### src/rtl/mem_seq_pkg.sv
// rtl/mem_seq_pkg.sv - shared defaults, FSM state type and burst-length decode for mem_seq_reader
package mem_seq_pkg;

  localparam int DATA_W_DEF = 8;
  localparam int ADDR_W_DEF = 3;

  typedef enum logic [1:0] {
    ST_IDLE  = 2'd0,
    ST_READ  = 2'd1,
    ST_DRAIN = 2'd2
  } state_e;

  // A zero length field encodes a full sweep of the memory.
  function automatic int unsigned len_decode(input int unsigned len, input int unsigned depth);
    return (len == 0) ? depth : len;
  endfunction

endpackage

### src/rtl/seq_out_fifo2.sv
// rtl/seq_out_fifo2.sv - two-entry output FIFO holding returned read words until the consumer takes them
module seq_out_fifo2
  import mem_seq_pkg::*;
#(
  parameter int DATA_W = DATA_W_DEF
) (
  input  logic              clk,
  input  logic              rst_n,
  input  logic              push_i,
  input  logic [DATA_W-1:0] push_data_i,
  input  logic              pop_i,
  output logic [DATA_W-1:0] data_o,
  output logic              valid_o,
  output logic [1:0]        count_o
);

  logic [DATA_W-1:0] mem_q [2];
  logic              wr_ptr_q;
  logic              rd_ptr_q;
  logic [1:0]        count_q;
  logic [1:0]        count_d;
  logic              do_push;
  logic              do_pop;

  // Overflow and underflow requests are dropped so the pointers never desynchronise.
  assign do_push = push_i && (count_q != 2'd2);
  assign do_pop  = pop_i && (count_q != 2'd0);

  // Occupancy follows push minus pop; a simultaneous push and pop leaves it unchanged.
  always_comb begin
    count_d = count_q + {1'b0, do_push} - {1'b0, do_pop};
  end

  // Storage and pointer update.
  always_ff @(posedge clk or negedge rst_n) begin
    if (!rst_n) begin
      for (int i = 0; i < 2; i++) begin
        mem_q[i] <= '0;
      end
      wr_ptr_q <= 1'b0;
      rd_ptr_q <= 1'b0;
      count_q  <= 2'd0;
    end else begin
      if (do_push) begin
        mem_q[wr_ptr_q] <= push_data_i;
        wr_ptr_q        <= ~wr_ptr_q;
      end
      if (do_pop) begin
        rd_ptr_q <= ~rd_ptr_q;
      end
      count_q <= count_d;
    end
  end

  assign data_o  = mem_q[rd_ptr_q];
  assign valid_o = (count_q != 2'd0);
  assign count_o = count_q;

endmodule

### src/rtl/mem_seq_reader.sv
// rtl/mem_seq_reader.sv - burst read sequencer streaming consecutive SRAM words through a two-entry buffer
module mem_seq_reader
  import mem_seq_pkg::*;
#(
  parameter int DATA_W = DATA_W_DEF,
  parameter int ADDR_W = ADDR_W_DEF,
  parameter int DEPTH  = 2 ** ADDR_W
) (
  input  logic              clk,
  input  logic              rst_n,
  input  logic              start_i,
  input  logic [ADDR_W-1:0] start_addr_i,
  input  logic [ADDR_W-1:0] len_i,
  output logic [ADDR_W-1:0] mem_addr_o,
  output logic              mem_rd_o,
  input  logic [DATA_W-1:0] mem_data_i,
  output logic [DATA_W-1:0] dout_o,
  output logic              dout_valid_o,
  input  logic              dout_ready_i,
  output logic              busy_o,
  output logic              done_o
);

  // One extra bit so a full-depth burst count fits.
  localparam int REM_W = ADDR_W + 1;

  state_e            state_q;
  state_e            state_d;
  logic [ADDR_W-1:0] addr_q;
  logic [ADDR_W-1:0] addr_d;
  logic [REM_W-1:0]  rem_q;
  logic [REM_W-1:0]  rem_d;
  logic              inflight_q;
  logic              done_q;
  logic              done_d;

  logic [1:0]        fifo_count;
  logic              fifo_valid;
  logic              pop;
  logic              rd;
  logic [2:0]        fill_after;
  logic [ADDR_W-1:0] addr_next;

  assign pop = fifo_valid && dout_ready_i;

  // Words the buffer will hold after this cycle: stored + returning - leaving.
  assign fill_after = {1'b0, fifo_count} + {2'b0, inflight_q} - {2'b0, pop};

  // A read is only issued when its data is guaranteed a free buffer slot on return.
  assign rd = (state_q == ST_READ) && (rem_q != '0) && (fill_after < 3'd2);

  assign addr_next = (addr_q == ADDR_W'(DEPTH - 1)) ? '0 : addr_q + ADDR_W'(1);

  // Next-state logic for the burst sequencer.
  always_comb begin
    state_d = state_q;
    addr_d  = addr_q;
    rem_d   = rem_q;
    done_d  = 1'b0;
    case (state_q)
      ST_IDLE: begin
        if (start_i) begin
          addr_d  = start_addr_i;
          rem_d   = REM_W'(len_decode(32'(len_i), DEPTH));
          state_d = ST_READ;
        end
      end
      ST_READ: begin
        if (rd) begin
          addr_d = addr_next;
          rem_d  = rem_q - REM_W'(1);
        end
        if (rem_q == '0) begin
          state_d = ST_DRAIN;
        end
      end
      ST_DRAIN: begin
        // Leave once the last word is being handed over and nothing is still returning.
        if (fill_after == 3'd0) begin
          state_d = ST_IDLE;
          done_d  = 1'b1;
        end
      end
      default: begin
        state_d = ST_IDLE;
      end
    endcase
  end

  // Sequencer registers; the in-flight flag marks the cycle the memory returns data.
  always_ff @(posedge clk or negedge rst_n) begin
    if (!rst_n) begin
      state_q    <= ST_IDLE;
      addr_q     <= '0;
      rem_q      <= '0;
      inflight_q <= 1'b0;
      done_q     <= 1'b0;
    end else begin
      state_q    <= state_d;
      addr_q     <= addr_d;
      rem_q      <= rem_d;
      inflight_q <= rd;
      done_q     <= done_d;
    end
  end

  seq_out_fifo2 #(
    .DATA_W (DATA_W)
  ) u_out_fifo (
    .clk         (clk),
    .rst_n       (rst_n),
    .push_i      (inflight_q),
    .push_data_i (mem_data_i),
    .pop_i       (pop),
    .data_o      (dout_o),
    .valid_o     (fifo_valid),
    .count_o     (fifo_count)
  );

  assign mem_addr_o   = addr_q;
  assign mem_rd_o     = rd;
  assign dout_valid_o = fifo_valid;
  assign busy_o       = (state_q != ST_IDLE);
  assign done_o       = done_q;

endmodule
### config.mk
export PLATFORM = sky130hd
export DESIGN_NAME = mem_seq_reader
export DESIGN_NICKNAME = d
export VERILOG_FILES = /design/src/rtl/mem_seq_pkg.sv /design/src/rtl/seq_out_fifo2.sv /design/src/rtl/mem_seq_reader.sv
export SDC_FILE = /design/constraint.sdc
export NUM_CORES = 1
export LEC_CHECK = 0
export CORE_MARGIN = 4
export CORE_UTILIZATION = 55
export CTS_BUF_LIST = sky130_fd_sc_hd__clkbuf_4
export DETAILED_ROUTE_END_ITERATION = 7
export PLACE_DENSITY = 0.84
export SLEW_MARGIN = 20
export SYNTH_ARGS = -nofsm -noshare
export SYNTH_HDL_FRONTEND = slang
export SYNTH_SLANG_ARGS = --single-unit
### constraint.sdc
create_clock -name clk -period 9.4 [get_ports clk]
set_input_delay 1.88 -clock clk [delete_from_list [all_inputs] [get_ports clk]]
set_output_delay 1.88 -clock clk [all_outputs]
set_load 0.005 [all_outputs]
# After elaboration in Yosys (flattened, before gate mapping)
# Index checks and enable logic that the tools add are counted.
# word_totals
regBits,31
inputBits,18
output_inout_bits,15
word_cells,68
# op_classes
addsub,6
order_cmp,4
eq_ne,8
muxes,20
bitwise_logic,4
n_reduce_logical,16
# ops
operator,count
8-bit two-way mux,4
16-bit bitwise mux,1
4-bit two-way mux,3
3-bit two-way mux,3
8-bit demux with 1-bit select,1
2-bit != test (second input constant),4
4-bit one-hot mux with 2 select lines,1
1-bit logical AND,6
3-bit logical NOT,2
2-bit two-way mux,3
2-bit one-hot mux with 3 select lines,1
3-bit one-hot mux with 2 select lines,1
3-bit AND reduction,2
2-bit nonzero test,3
2-bit greater-or-equal comparator (second input constant),2
4-bit logical NOT,1
1-bit inverter with 2-bit output,2
4-bit nonzero test,1
4-bit by 1-bit subtractor with 4-bit output (second input constant),1
2-bit by 1-bit adder with 3-bit output,1
3-bit by 1-bit adder with 3-bit output (second input constant),1
3-bit == test (second input constant),1
3-bit by 2-bit < comparator with 1-bit output (second input constant),1
3-bit by 1-bit subtractor with 3-bit output,1
other kinds (9),11

# Longest topological paths before layout
# Gate-level depths: netlist of run 1.
# logic_depth
ltp_word,7
ltp_mapped,11
depth_no_buf,10

# Modules after synthesis
# From an unflattened synthesis of run 1, not the netlist that was laid out.
# unflattened
cells_unflattened,127
hier_area_um2,1614.0
# by_module_without_submodules
mod,instances,cells_each,area_per_inst_um2,seq_area_each_um2
seq_out_fifo2,1,60,959.7,500.5
mem_seq_reader,1,67,654.4,275.3

# Worst setup path after synthesis of run 1
# OpenSTA, ideal clock, no wires.
# synth_path
path_type,in2out
startpoint,input dout_ready_i
endpoint,output mem_rd_o
arrival_ps,3429
required_ps,7520
slack_ps,4091
stages,8
path_buffers,0
cell_sequence,and2_1 ha_1 inv_1 ha_1 inv_1 fa_1 xor2_4 nor3_1
# synth_between
elab_chain_cells,4
# synth_lines
element,line_no,text
"start, declared",mem_seq_reader.sv:19,"input logic dout_ready_i,"
1-bit logical AND,mem_seq_reader.sv:44,assign pop = fifo_valid && dout_ready_i;
3-bit by 1-bit subtractor with 3-bit output,mem_seq_reader.sv:47,"assign fill_after = {1'b0, fifo_count} + {2'b0, inflight_q} - {2'b0, pop};"
3-bit by 2-bit < comparator with 1-bit output,mem_seq_reader.sv:50,assign rd = (state_q == ST_READ) && (rem_q != '0) && (fill_after < 3'd2);
1-bit logical AND,mem_seq_reader.sv:50,
"end, declared",mem_seq_reader.sv:15,"output logic mem_rd_o,"
# Every way passes these cells.

# Final worst setup path of run 1
# Same ends and word-level chain as after synthesis.

==> impl_results.md, run 1 <==
* TritonCTS Sinks at 31
* Clock Skews at 0.004436 ns
* Post-synthesis mux area share at 0.2275
* Synth Area in XOR/XNOR at 0.03754
* CTS tree: yes
* Largest net degree at the start of global routing at 32
* Die Y at 63.05 um
* Final antenna-violating net count at 0
* Final Power at 784.9 uW
* Fin nets at 190
* Max-slew headroom at 0.6476
* Final Max Tran Viols at 0
* IR drop worst, VDD at 265.3 uV
* Clock power frac at 0.127
* RSZ-0062 raised after global routing: no
* Finished Layout Cells at 196
* Seq cells post-synth at 31
* Cells after DPL at 188
* Netlist Area Pre-Place at 1667 um^2
* Die W at 63.05 um
* Later-pin clock latency in the skew report at 0.32 ns
* Synth Area in Adders at 0.06456
* Syn. warnings at 0
* DR pass1 iterations at 4
* CP top delay family: buffers and inverters
* Routed vias at 1123
* Logic pwr share at 0.535
* Area of the multi-input gates at 838.3 um^2
* GPL Wtd Cong at 0.8592
* Startpoint Class: input pin
* WP data required at 7.52 ns
* CP max FO at 4
* Global-route wire length before repair at 5816 um
* Area growth syn-to-layout at 25.45%
* EDFF count, synth at 0
* Full die area at 3975 um^2
* Total grt overflow at 0
* Worst path max stage delay at 0.55 ns
* Setup TNS at 0 ns
* 1st-iter DRT viols at 34
* Bufs on Longest Clock Path at 2
* Min-delay worst type: reg -> reg
* Synth cell types at 39
* Crit path kind: in -> out
* I/O pins at 33
* Most used DFF post-synth: dfrtp_1
* HPWL after DPL at 2434 um
* FMAX at 156.6 MHz
* Final setup vio count at 0
* CTS Buf Count at 5
* Filler instances at 189
* Final hold violations at 0
* Gate Count Post-Synth at 127
* CP bufs+invs at 4
* Slowest-stage cell, CP: clkdlybuf4s50_1
* Wirelength, routed at 3260 um
* P_leak at 0.8957 nW
* Clock slew at reported path FFs at 0.10 ns
* Ant diodes at 0
* Complex-gate fraction of the synthesized area at 0.07508
* Post-layout util at 0.7391
* Part of the Yosys area used for sequential elements at 0.4655
* Sequential share of power at 0.338
* # DRC at 0
* Share of layout cells above drive strength 1 at 0.2788
* Post-layout min period at 6.386 ns
* Cell Area, Placed at 2014 um^2
* Main combinational cell family by area after synthesis: multiplexers
* Cell Rows at 19
* Sequential cell area at 775.7 um^2
* Run status: finished, final reports clean
* Simple-gate share of the synthesized area at 0.09835
* Initial core utilization at 0.5891
* Switching Share at 0.3592
* GR Util All Layers at 0.1876
* Vias in the first global route at 1231
* P_sw at 282.0 uW
* Routed wire per std cell at 16.63 um
* Pint at 503.0 uW
* Syn Nets at 153
* Period utilization at 0.6794
* CP endpoint kind: primary output
* Power Dens Cells at 375.4 nW/um^2
* Initial antenna violation count at 0
* Actual slew at the worst max-slew pin at 0.5276 ns
* Setup Buffers After CTS at 0
* Port Buffer Count at 32
* Clock Root Buffer: clkbuf_4
* Synth async-reset ratio at 1.000
* # hold bufs at CTS at 0
* Core area at 2829 um^2
* H-tree Lvls at 2
* Syn_area_per_cell at 13.12 um^2
* Final instance area at 2091 um^2
* Crit path DAT at 4.51 ns
* Max Cap Violations at 0
* Critical path cell sequence: clkdlybuf4s50_1 -> and2_1 -> ha_1 -> inv_1 -> ha_1 -> inv_1 -> fa_1 -> nand3b_1 -> nor3_1 -> clkdlybuf4s50_1
* Cts repair resizes at 0
* Vias per inst at 5.730
-- through the flow --
stage | hold slack, ns | setup WS [ns]
2_1_floorplan | 0.4737 | 4.091
3_3_place_gp | 0.4808 | 3.140
3_5_place_dp | 0.4890 | 3.005
4_1_cts | 0.5145 | 2.986
5_1_grt | 0.5378 | 2.787
6_report | 0.5122 | 3.014
-- final cells by class --
class | instances | area share
Clock inverter | 3 | 0.01855
Timing Repair Buffer | 33 | 0.1568
Tap cell | 31 | 0.01855
Clock buffer | 5 | 0.01795
Multi-Input combinational cell | 84 | 0.4010
Sequential cell | 31 | 0.3710
Inverter | 9 | 0.01616
-- synth_stat cells, drive strengths merged, types with 2 or more instances --
library cell  number  area, um^2
a21oi              2       10.01
clkbuf             2       7.510
dfrtp             31       775.7
ha                 7       87.58
inv                9       33.78
mux2              30       349.1
mux2i              3       30.03
nand2              2       7.510
nand2b             2       12.51
nand4              2       12.51
nor2               2       7.510
nor3               2       10.01
nor3b              4       41.29
o21ai              3       15.01
or2                2       12.51
or3b               2       17.52
xor2               4       53.81
-- registers in the layout, indices dropped and copies added (netlist names) --
register             cells
inflight_q               1
rem_q                    4
done_o                   1
mem_addr_o               3
u_out_fifo.count_o       2
u_out_fifo.mem_q        16
state_q                  2
u_out_fifo.wr_ptr_q      1
u_out_fifo.rd_ptr_q      1
-- cells in the final DEF (no fill, tap or decap), types with 2 or more instances in the layout --
master / n
inv_1: 9
nor3b_1: 3
dfrtp_1: 31
mux2_4: 3
or2_2: 2
o21ai_0: 3
nor3_1: 2
nand2b_1: 2
nor2_1: 2
mux2i_1: 3
clkdlybuf4s50_1: 32
ha_1: 7
mux2_2: 27
xor2_1: 3
clkbuf_4: 5
nand4_1: 2
a21oi_1: 2
nand2_1: 2
-- metal layers --
metal | track usage | up-vias | routed length [um]
met2 | 0.3096 | 37 | 1681
met4 | 0.04959 | 0 | 28
met5 | 0 | - | 0
met1 | 0.2309 | 548 | 1377
met3 | 0.06835 | 4 | 173
li1 | - | 534 | -
-- worst reg2reg max path: stages (launching register included) --
cell      delay, ns
dfrtp_1        0.55
or2_2          0.38
and2_1         0.19
ha_1           0.29
inv_1          0.09
ha_1           0.14
inv_1          0.04
fa_1           0.53
nand3b_1       0.18
o31ai_4        0.44
mux2_4         0.34
-- power by group through the flow --
stage	Clock [mW]	Sequential [mW]	Combinational, mW
after detailed placement	0	0.267	0.418
after floorplan	0	0.240	0.298
after global routing	0.111	0.276	0.459
after global placement	0	0.261	0.402
after CTS	0.103	0.265	0.423
final	0.0996	0.265	0.420
-- worst paths after layout --
kind                                                          to                        startpoint  slack (ns)  depth (start not counted)
max in group asynchronous        u_out_fifo.wr_ptr_q$_DFFE_PN0P_                             rst_n        7.18                          2
min in group asynchronous              mem_addr_o[2]$_DFFE_PN0P_                             rst_n        1.94                          2
worst max register to register         mem_addr_o[1]$_DFFE_PN0P_   u_out_fifo.count_o[1]$_DFF_PN0_        6.12                         10
worst min-delay path            u_out_fifo.mem_q[12]$_DFFE_PN0P_  u_out_fifo.mem_q[12]$_DFFE_PN0P_        0.51                          1
worst max-delay path                                    mem_rd_o                      dout_ready_i        3.01                         10
worst min register to register  u_out_fifo.mem_q[12]$_DFFE_PN0P_  u_out_fifo.mem_q[12]$_DFFE_PN0P_        0.51                          1
-- cells by family after synthesis --
family / count (synthesis)
simple gates: 24
mux: 33
buf+inv: 12
flops: 31
compound gates: 14
xor+xnor: 5
fa+ha+maj: 8
(Power assumes the default switching activity.)
==> inputs of run 2 (changes only) <==
CORE_UTILIZATION = 53   (was 55)
PLACE_DENSITY = 0.82   (was 0.84)
clock period = 6.3 ns   (was 9.4 ns; I/O delays follow)
==> impl_results.md, run 2 (synthesis results as in run 1) <==
* Routed wire per std cell at 15.07 um (was 16.63 um)
* Slowest-stage cell, CP: clkdlybuf4s50_1 (unchanged)
* Period utilization at 0.8258
* # DRC at 0 (unchanged)
* Power Dens Cells at 550.2 nW/um^2 (was 375.4 nW/um^2)
* GR Util All Layers at 0.1742 (was 0.1876)
* CP max FO at 4 (unchanged)
* Setup TNS at 0 ns (unchanged)
* Most common cell after layout, fill and taps aside: clkdlybuf4s50_1 (unchanged)
* CTS Buf Count at 5 (unchanged)
* Full die area at 4106 um^2 (was 3975 um^2)
* Wirelength, routed at 3150 um (was 3260 um)
* P_leak at 0.8957 nW (unchanged)
* Die Y at 64.08 um (was 63.05 um)
* Post-route setup slack at 1.097 ns (was 3.014 ns)
* Later-pin clock latency in the skew report at 0.33 ns (was 0.32 ns)
* Final hold violations at 0 (unchanged)
* Routed vias at 1093 (was 1123)
* Port Buffer Count at 32 (unchanged)
* Final setup vio count at 0 (unchanged)
* Clock Root Buffer: clkbuf_4 (unchanged)
* Final antenna-violating net count at 0 (unchanged)
* Place WS at 1.139 ns (was 3.005 ns)
* Largest net degree at the start of global routing at 32 (unchanged)
* Initial core utilization at 0.5504 (was 0.5891)
* Run status: finished, final reports clean (unchanged)
* Clock slew at reported path FFs at 0.09 ns (was 0.10 ns)
* Max reg flops at 16 (unchanged)
* Die W at 64.08 um (was 63.05 um)
* Final Max Tran Viols at 0 (unchanged)
* Min-delay worst type: reg -> reg (unchanged)
* Total grt overflow at 0 (unchanged)
* H-tree Lvls at 2 (unchanged)
* CP endpoint kind: primary output (unchanged)
* Sequential cell area at 775.7 um^2 (unchanged)
* GPL Wtd Cong at 0.8396 (was 0.8592)
* # hold bufs at CTS at 0 (unchanged)
* RSZ-0062 raised after global routing: no (unchanged)
* Setup Buffers After CTS at 0 (unchanged)
* Post-layout min period at 5.203 ns
* Vias in the first global route at 1170 (was 1231)
* Final instance area at 2107 um^2 (was 2091 um^2)
* I/O pins at 33 (unchanged)
* Initial antenna violation count at 0 (unchanged)
* Critical path cell sequence: clkdlybuf4s50_1 -> and2_1 -> ha_1 -> inv_1 -> ha_1 -> inv_1 -> fa_1 -> nand3b_1 -> nor3_1 -> clkdlybuf4s50_1 (unchanged)
* Max-slew headroom at 0.6472 (was 0.6476)
* Actual slew at the worst max-slew pin at 0.5281 ns (was 0.5276 ns)
* Bufs on Longest Clock Path at 2 (unchanged)
* TritonCTS Sinks at 31 (unchanged)
* Crit path kind: in -> out (unchanged)
* Cell Rows at 20 (was 19)
* Share of layout cells above drive strength 1 at 0.2788 (unchanged)
* Startpoint Class: input pin (unchanged)
* DR pass1 iterations at 4 (unchanged)
* 1st-iter DRT viols at 20 (was 34)
* Cell Area, Placed at 2031 um^2 (was 2014 um^2)
* IR drop worst, VDD at 270.1 uV (was 265.3 uV)
* Filler instances at 245 (was 189)
* Global-route wire length before repair at 5430 um (was 5816 um)
* HPWL after DPL at 2266 um (was 2434 um)
* CTS tree: yes (unchanged)
* Ant diodes at 0 (unchanged)
* Max Cap Violations at 0 (unchanged)
* Crit path DAT at 3.94 ns (was 4.51 ns)
* Cts repair resizes at 0 (unchanged)
* Area growth syn-to-layout at 26.43% (was 25.45%)
* Commonest cells after routing, fill and taps aside: 32 x clkdlybuf4s50_1, 31 x dfrtp_1, 27 x mux2_2 (unchanged)
* FMAX at 192.2 MHz
* Clock Skews at 0.004123 ns (was 0.004436 ns)
* Vias per inst at 5.230 (was 5.730)
* Reg with most FFs: u_out_fifo.mem_q (unchanged)
* Area of the multi-input gates at 838.3 um^2 (unchanged)
* WP data required at 5.04 ns (was 7.52 ns)
* Fin nets at 190 (unchanged)
* Worst path max stage delay at 0.57 ns (was 0.55 ns)
* Core area at 3028 um^2 (was 2829 um^2)
* CP bufs+invs at 4 (unchanged)
* CP top delay family: buffers and inverters (unchanged)
==> run 2: report_power, final <==
part	total [mW]	internal [mW]	switching (mW)	leakage, nW
Sequential	0.395	0.298	0.0968	0.369
Combinational	0.617	0.370	0.247	0.484
Clock	0.148	0.0815	0.0664	0.0426
Total	1.16	0.749	0.410	0.896
==> run 2: path summary, 6_finish.rpt <==
path / from / endpoint / slack, ns / cells after the start
worst max register to register: u_out_fifo.count_o[1]$_DFF_PN0_ / mem_addr_o[0]$_DFFE_PN0P_ / 3.08 / 10
worst max-delay path: dout_ready_i / mem_rd_o / 1.10 / 10
worst min register to register: u_out_fifo.mem_q[2]$_DFFE_PN0P_ / u_out_fifo.mem_q[2]$_DFFE_PN0P_ / 0.51 / 1
worst min-delay path: u_out_fifo.mem_q[2]$_DFFE_PN0P_ / u_out_fifo.mem_q[2]$_DFFE_PN0P_ / 0.51 / 1
max in group asynchronous: rst_n / inflight_q$_DFF_PN0_ / 4.70 / 2
min in group asynchronous: rst_n / u_out_fifo.mem_q[15]$_DFFE_PN0P_ / 1.32 / 2
==> run 2: cell type report <==
type | instances | area share
well taps | 44 | 0.02613
multi-input cells | 84 | 0.3979
clock inverters | 3 | 0.01841
clock buffers | 5 | 0.01781
inverters | 9 | 0.01603
repair buffers | 33 | 0.1556
flip-flops and latches | 31 | 0.3682
==> run 2: metal layers <==
metal,GRT usage,wire (um),part of all wire,vias up
li1,-,-,-,532
met1,0.2178,1419,0.45,523
met2,0.2774,1495,0.47,32
met3,0.05448,176,0.056,6
met4,0.07278,59,0.019,0
met5,0,0,0,-
==> run 2: stage by stage <==
| step | cells | power, mW | hold slack (ns) | utilization |
|---|---|---|---|---|
| after floorplan | 127 | 0.8027 | 0.4737 | - |
| after global placement | 201 | 0.9827 | 0.4815 | 0.6707 |
| after detailed placement | 201 | 1.012 | 0.4888 | 0.6707 |
| after CTS | 209 | 1.174 | 0.5127 | 0.6959 |
| after global routing | 209 | 1.248 | 0.5278 | 0.6959 |
| final | 209 | 1.159 | 0.5088 | 0.6959 |
==> edit 1, RTL diff (config.mk and constraints of run 2) <==
The 3 states of `state_e` get a one-hot encoding in 3 bits.
--- a/src/rtl/mem_seq_pkg.sv
+++ b/src/rtl/mem_seq_pkg.sv
@@ -4,10 +4,10 @@
   localparam int DATA_W_DEF = 8;
   localparam int ADDR_W_DEF = 3;
 
-  typedef enum logic [1:0] {
-    ST_IDLE  = 2'd0,
-    ST_READ  = 2'd1,
-    ST_DRAIN = 2'd2
+  typedef enum logic [2:0] {
+    ST_IDLE  = 3'b001,
+    ST_READ  = 3'b010,
+    ST_DRAIN = 3'b100
   } state_e;
 
   // A zero length field encodes a full sweep of the memory.
Formal check against the unedited RTL: same outputs for any inputs over 10 cycles, from zero or initial values and one cycle with rst_n low; not proved beyond that.
==> edit 1 against run 2 <==
- sequential power fell by 2%
- synthesized area fell by 1.7%
- synthesized cell count rose by 7.9%
- setup slack got worse by 33 ps
- die area fell by 1.5%
- sequential cell count rose by 1
- wire length fell by 1.8%
- total power fell by 18%
- critical path depth rose by 1
- design area fell by 3.8%
- clock power fell by 30%
- critical path type unchanged
- critical endpoint unchanged
- largest cell class is now flip-flops and latches
- largest power group unchanged
==> edit 1: results <==
group,metric,value,unit
global_routing,first_global_vias,1263,
worst_setup_path,cp_max_fo,7,
route,route.met2.wl,1570,um
synth,netlist-cell-type-count,35,
timing,finClkSkew,6.31,ps
power,ir_worst_vdd,0.000291,V
global_routing,grt_use_total,17.6,%
route,wl,3090,um
timing,tightestPinTransition,739,ps
route,num_vias,1135,
route,route.met3.wl,171,um
cells_and_area,layout-drive-gt1-share,20.7,%
worst_setup_path,cp.arrival,3980,ps
synth,yosysSeqAreaShare,49.0,%
route,drt-met1-wl,1300,um
outcome,status,"finished, final reports clean",
synth,synth-adder-area-share,6.57,%
power,leakage,0.917,nW
synth,synth_compound_area_share,5.73,%
timing,worst_hold_slack,501,ps
placement,globalplace.congestion,0.822,
global_routing,grt_max_degree,33,
route,drt_iter0_drc,27,
worst_setup_path,r2r_slack,3440,ps
placement,dp_hpwl,2350,um
cells_and_area,final_nets,200,
global_routing,use_met1,20.0,%
synth,yosys.area_share.xor_xnor,2.14,%
global_routing,grt_pass1_wl,5510,um
synth,synth.area.top_cells,"dfrtp_1 (47%), mux2_2 (11%), mux2_1 (5.5%), ha_1 (5.3%), mux2_4 (2.8%)",
==> edit 1: cell count changes after synthesis, sizes merged, moves of 3 or more <==
| cell | change |
|---|---|
| nand2 | +12 |
| nor3b | -3 |
| mux2i | -3 |
| inv | +3 |
| nor2 | +5 |
| nand3 | +6 |
| mux2 | -3 |
==> edit 1: worst paths after layout <==
| kind | start | end | cells past startpoint |
|---|---|---|---|
| setup / recovery | dout_ready_i | mem_rd_o | 11 |
| hold / removal | u_out_fifo.mem_q[1] | u_out_fifo.mem_q[1] | 1 |
| setup reg to reg | u_out_fifo.count_o[1] | mem_addr_o[2] | 12 |
| hold reg to reg | u_out_fifo.mem_q[1] | u_out_fifo.mem_q[1] | 1 |
| max in group asynchronous | rst_n | state_q[0] | 2 |
| min in group asynchronous | rst_n | u_out_fifo.mem_q[1] | 2 |
==> edit 1: per-stage QoR <==
stage	cells	util [%]	setup WS [ps]	cell area [um^2]	power (mW)
after floorplan	137	-	2170	1640	0.663
after global placement	198	69.5	1170	1980	0.824
after detailed placement	198	69.5	1060	1980	0.853
after CTS	205	71.1	1040	2030	0.960
after global routing	205	71.1	858	2030	1.04
final	205	71.1	1060	2030	0.948
==> edit 1: area by class of cell <==
class / count / area (um^2)
multi-input cells: 90 / 768
inverters: 12 / 45.0
fillers: 217 / 826
repair buffers: 33 / 328
clock buffers: 5 / 37.5
well taps: 31 / 38.8
flip-flops and latches: 32 / 802
clock inverters: 2 / 7.51
==> edit 1: power by group <==
group | leakage [nW] | switching, mW | internal [mW]
clock | 0.0261 | 0.0642 | 0.0388
sequential | 0.392 | 0.0827 | 0.304
combinational | 0.499 | 0.184 | 0.275
total | 0.917 | 0.331 | 0.618
==> edit 2, RTL diff (config.mk and constraints of run 2) <==
Made on the original files. The package constant `DATA_W_DEF` goes from 8 to 12.
--- a/src/rtl/mem_seq_pkg.sv
+++ b/src/rtl/mem_seq_pkg.sv
@@ -1,7 +1,7 @@
 // rtl/mem_seq_pkg.sv - shared defaults, FSM state type and burst-length decode for mem_seq_reader
 package mem_seq_pkg;
 
-  localparam int DATA_W_DEF = 8;
+  localparam int DATA_W_DEF = 12;
   localparam int ADDR_W_DEF = 3;
 
   typedef enum logic [1:0] {
Interface: changed (resized dout_o and mem_data_i); port bits go from 33 to 41. No check against the original RTL was run, so the function may have changed too.
==> edit 2 against run 2 <==
- wire length up 11%
- sequential cell count is 8 higher
- design area up 14%
- hold slack got worse by 18 ps
- non-clock buffer count up 7
- total power up 4.8%
- fmax grew 1.7%
- count of clock-buffer cells in the layout unchanged
- setup slack better by 88 ps
- synthesized area up 17%
- critical endpoint unchanged
==> edit 2: results <==
group,metric,value,unit
global_routing,use_met2,28.7,%
worst_setup_path,r2r_cells,12,
placement,globalplace.congestion,0.847,
worst_setup_path,cp_max_fo,5,
placement,dp_hpwl,2580,um
worst_setup_path,cp.arrival,3860,ps
worst_setup_path,r2r_slack,3530,ps
min_path,hold_start,"u_out_fifo.mem_q[21]",
min_path,min_to,"u_out_fifo.mem_q[21]",
placement,place_inst,230,
synth,yosysSeqAreaShare,50.1,%
placement,io_buffers,40,
cells_and_area,layout-drive-gt1-share,18.8,%
power,leakage,1.07,nW
cells_and_area,fill_cells,260,
route,wl,3500,um
global_routing,grt_max_degree,40,
global_routing,use_met1,19.3,%
global_routing,grt_use_met3,5.02,%
synth,synth_common_cells,"dfrtp_1 (39), mux2_1 (20), mux2_2 (16)",
cells_and_area,final_nets,221,
synth,synth_nets,180,
global_routing,first_global_vias,1264,
synth,synth.avg_cell_area,13.0,um^2
power,ir_worst_vdd,0.000357,V
timing,tightestPinTransition,1060,ps
route,num_vias,1250,
worst_setup_path,slowest_delay,510,ps
global_routing,grt_pass1_wl,5690,um
outcome,status,"finished, final reports clean",
timing,finClkSkew,4.80,ps
edit 2: cell type report:
cell class | instances | area [um^2] | share of cell area [%]
flip-flops and latches | 39 | 976 | 40.7
multi-input cells | 95 | 887 | 37.0
repair buffers | 40 | 395 | 16.5
well taps | 46 | 57.6 | 2.40
clock buffers | 5 | 37.5 | 1.56
inverters | 10 | 37.5 | 1.56
clock inverters | 2 | 8.76 | 0.365
edit 2: cell families (layout without fill, tap and decap cells):
group           Yosys count  count (layout)  synth area share, %
mux                      42              42                 24.9
fa+ha+maj                 8               8                 5.52
xor+xnor                  4               4                 1.80
simple gates             31              31                 9.44
compound gates           10              10                 3.85
flops                    39              39                 50.1
buf+inv                  16              57                 4.37
edit 2: metrics by stage:
stage | hold WS, ps | cell area (um^2) | setup WS, ps
finish | 491 | 2400 | 1180
global route | 512 | 2400 | 1020
CTS | 501 | 2400 | 1160
detailed placement | 475 | 2350 | 1180
global placement | 463 | 2350 | 1270
floorplan | 454 | 1950 | 2240
edit 2: power breakdown:
| part | leakage (nW) | switching, mW | internal, mW | total [mW] |
|---|---|---|---|---|
| combinational | 0.575 | 0.246 | 0.386 | 0.633 |
| sequential | 0.470 | 0.0927 | 0.373 | 0.466 |
| clock | 0.0285 | 0.0760 | 0.0396 | 0.116 |
edit 2: worst max path at each step:
stage          endpoint  slack [ps]
2_1_floorplan  mem_rd_o        2240
3_3_place_gp   mem_rd_o        1270
3_5_place_dp   mem_rd_o        1180
4_1_cts        mem_rd_o        1160
5_1_grt        mem_rd_o        1020
6_report       mem_rd_o        1180
edit 2: routing by layer:
| layer | vias to the layer above | part of all wire, % |
|---|---|---|
| met5 | - | 0 |
| met3 | 5 | 5.1 |
| met2 | 32 | 51 |
| met1 | 615 | 42 |
| met4 | 0 | 1.6 |
| li1 | 598 | - |
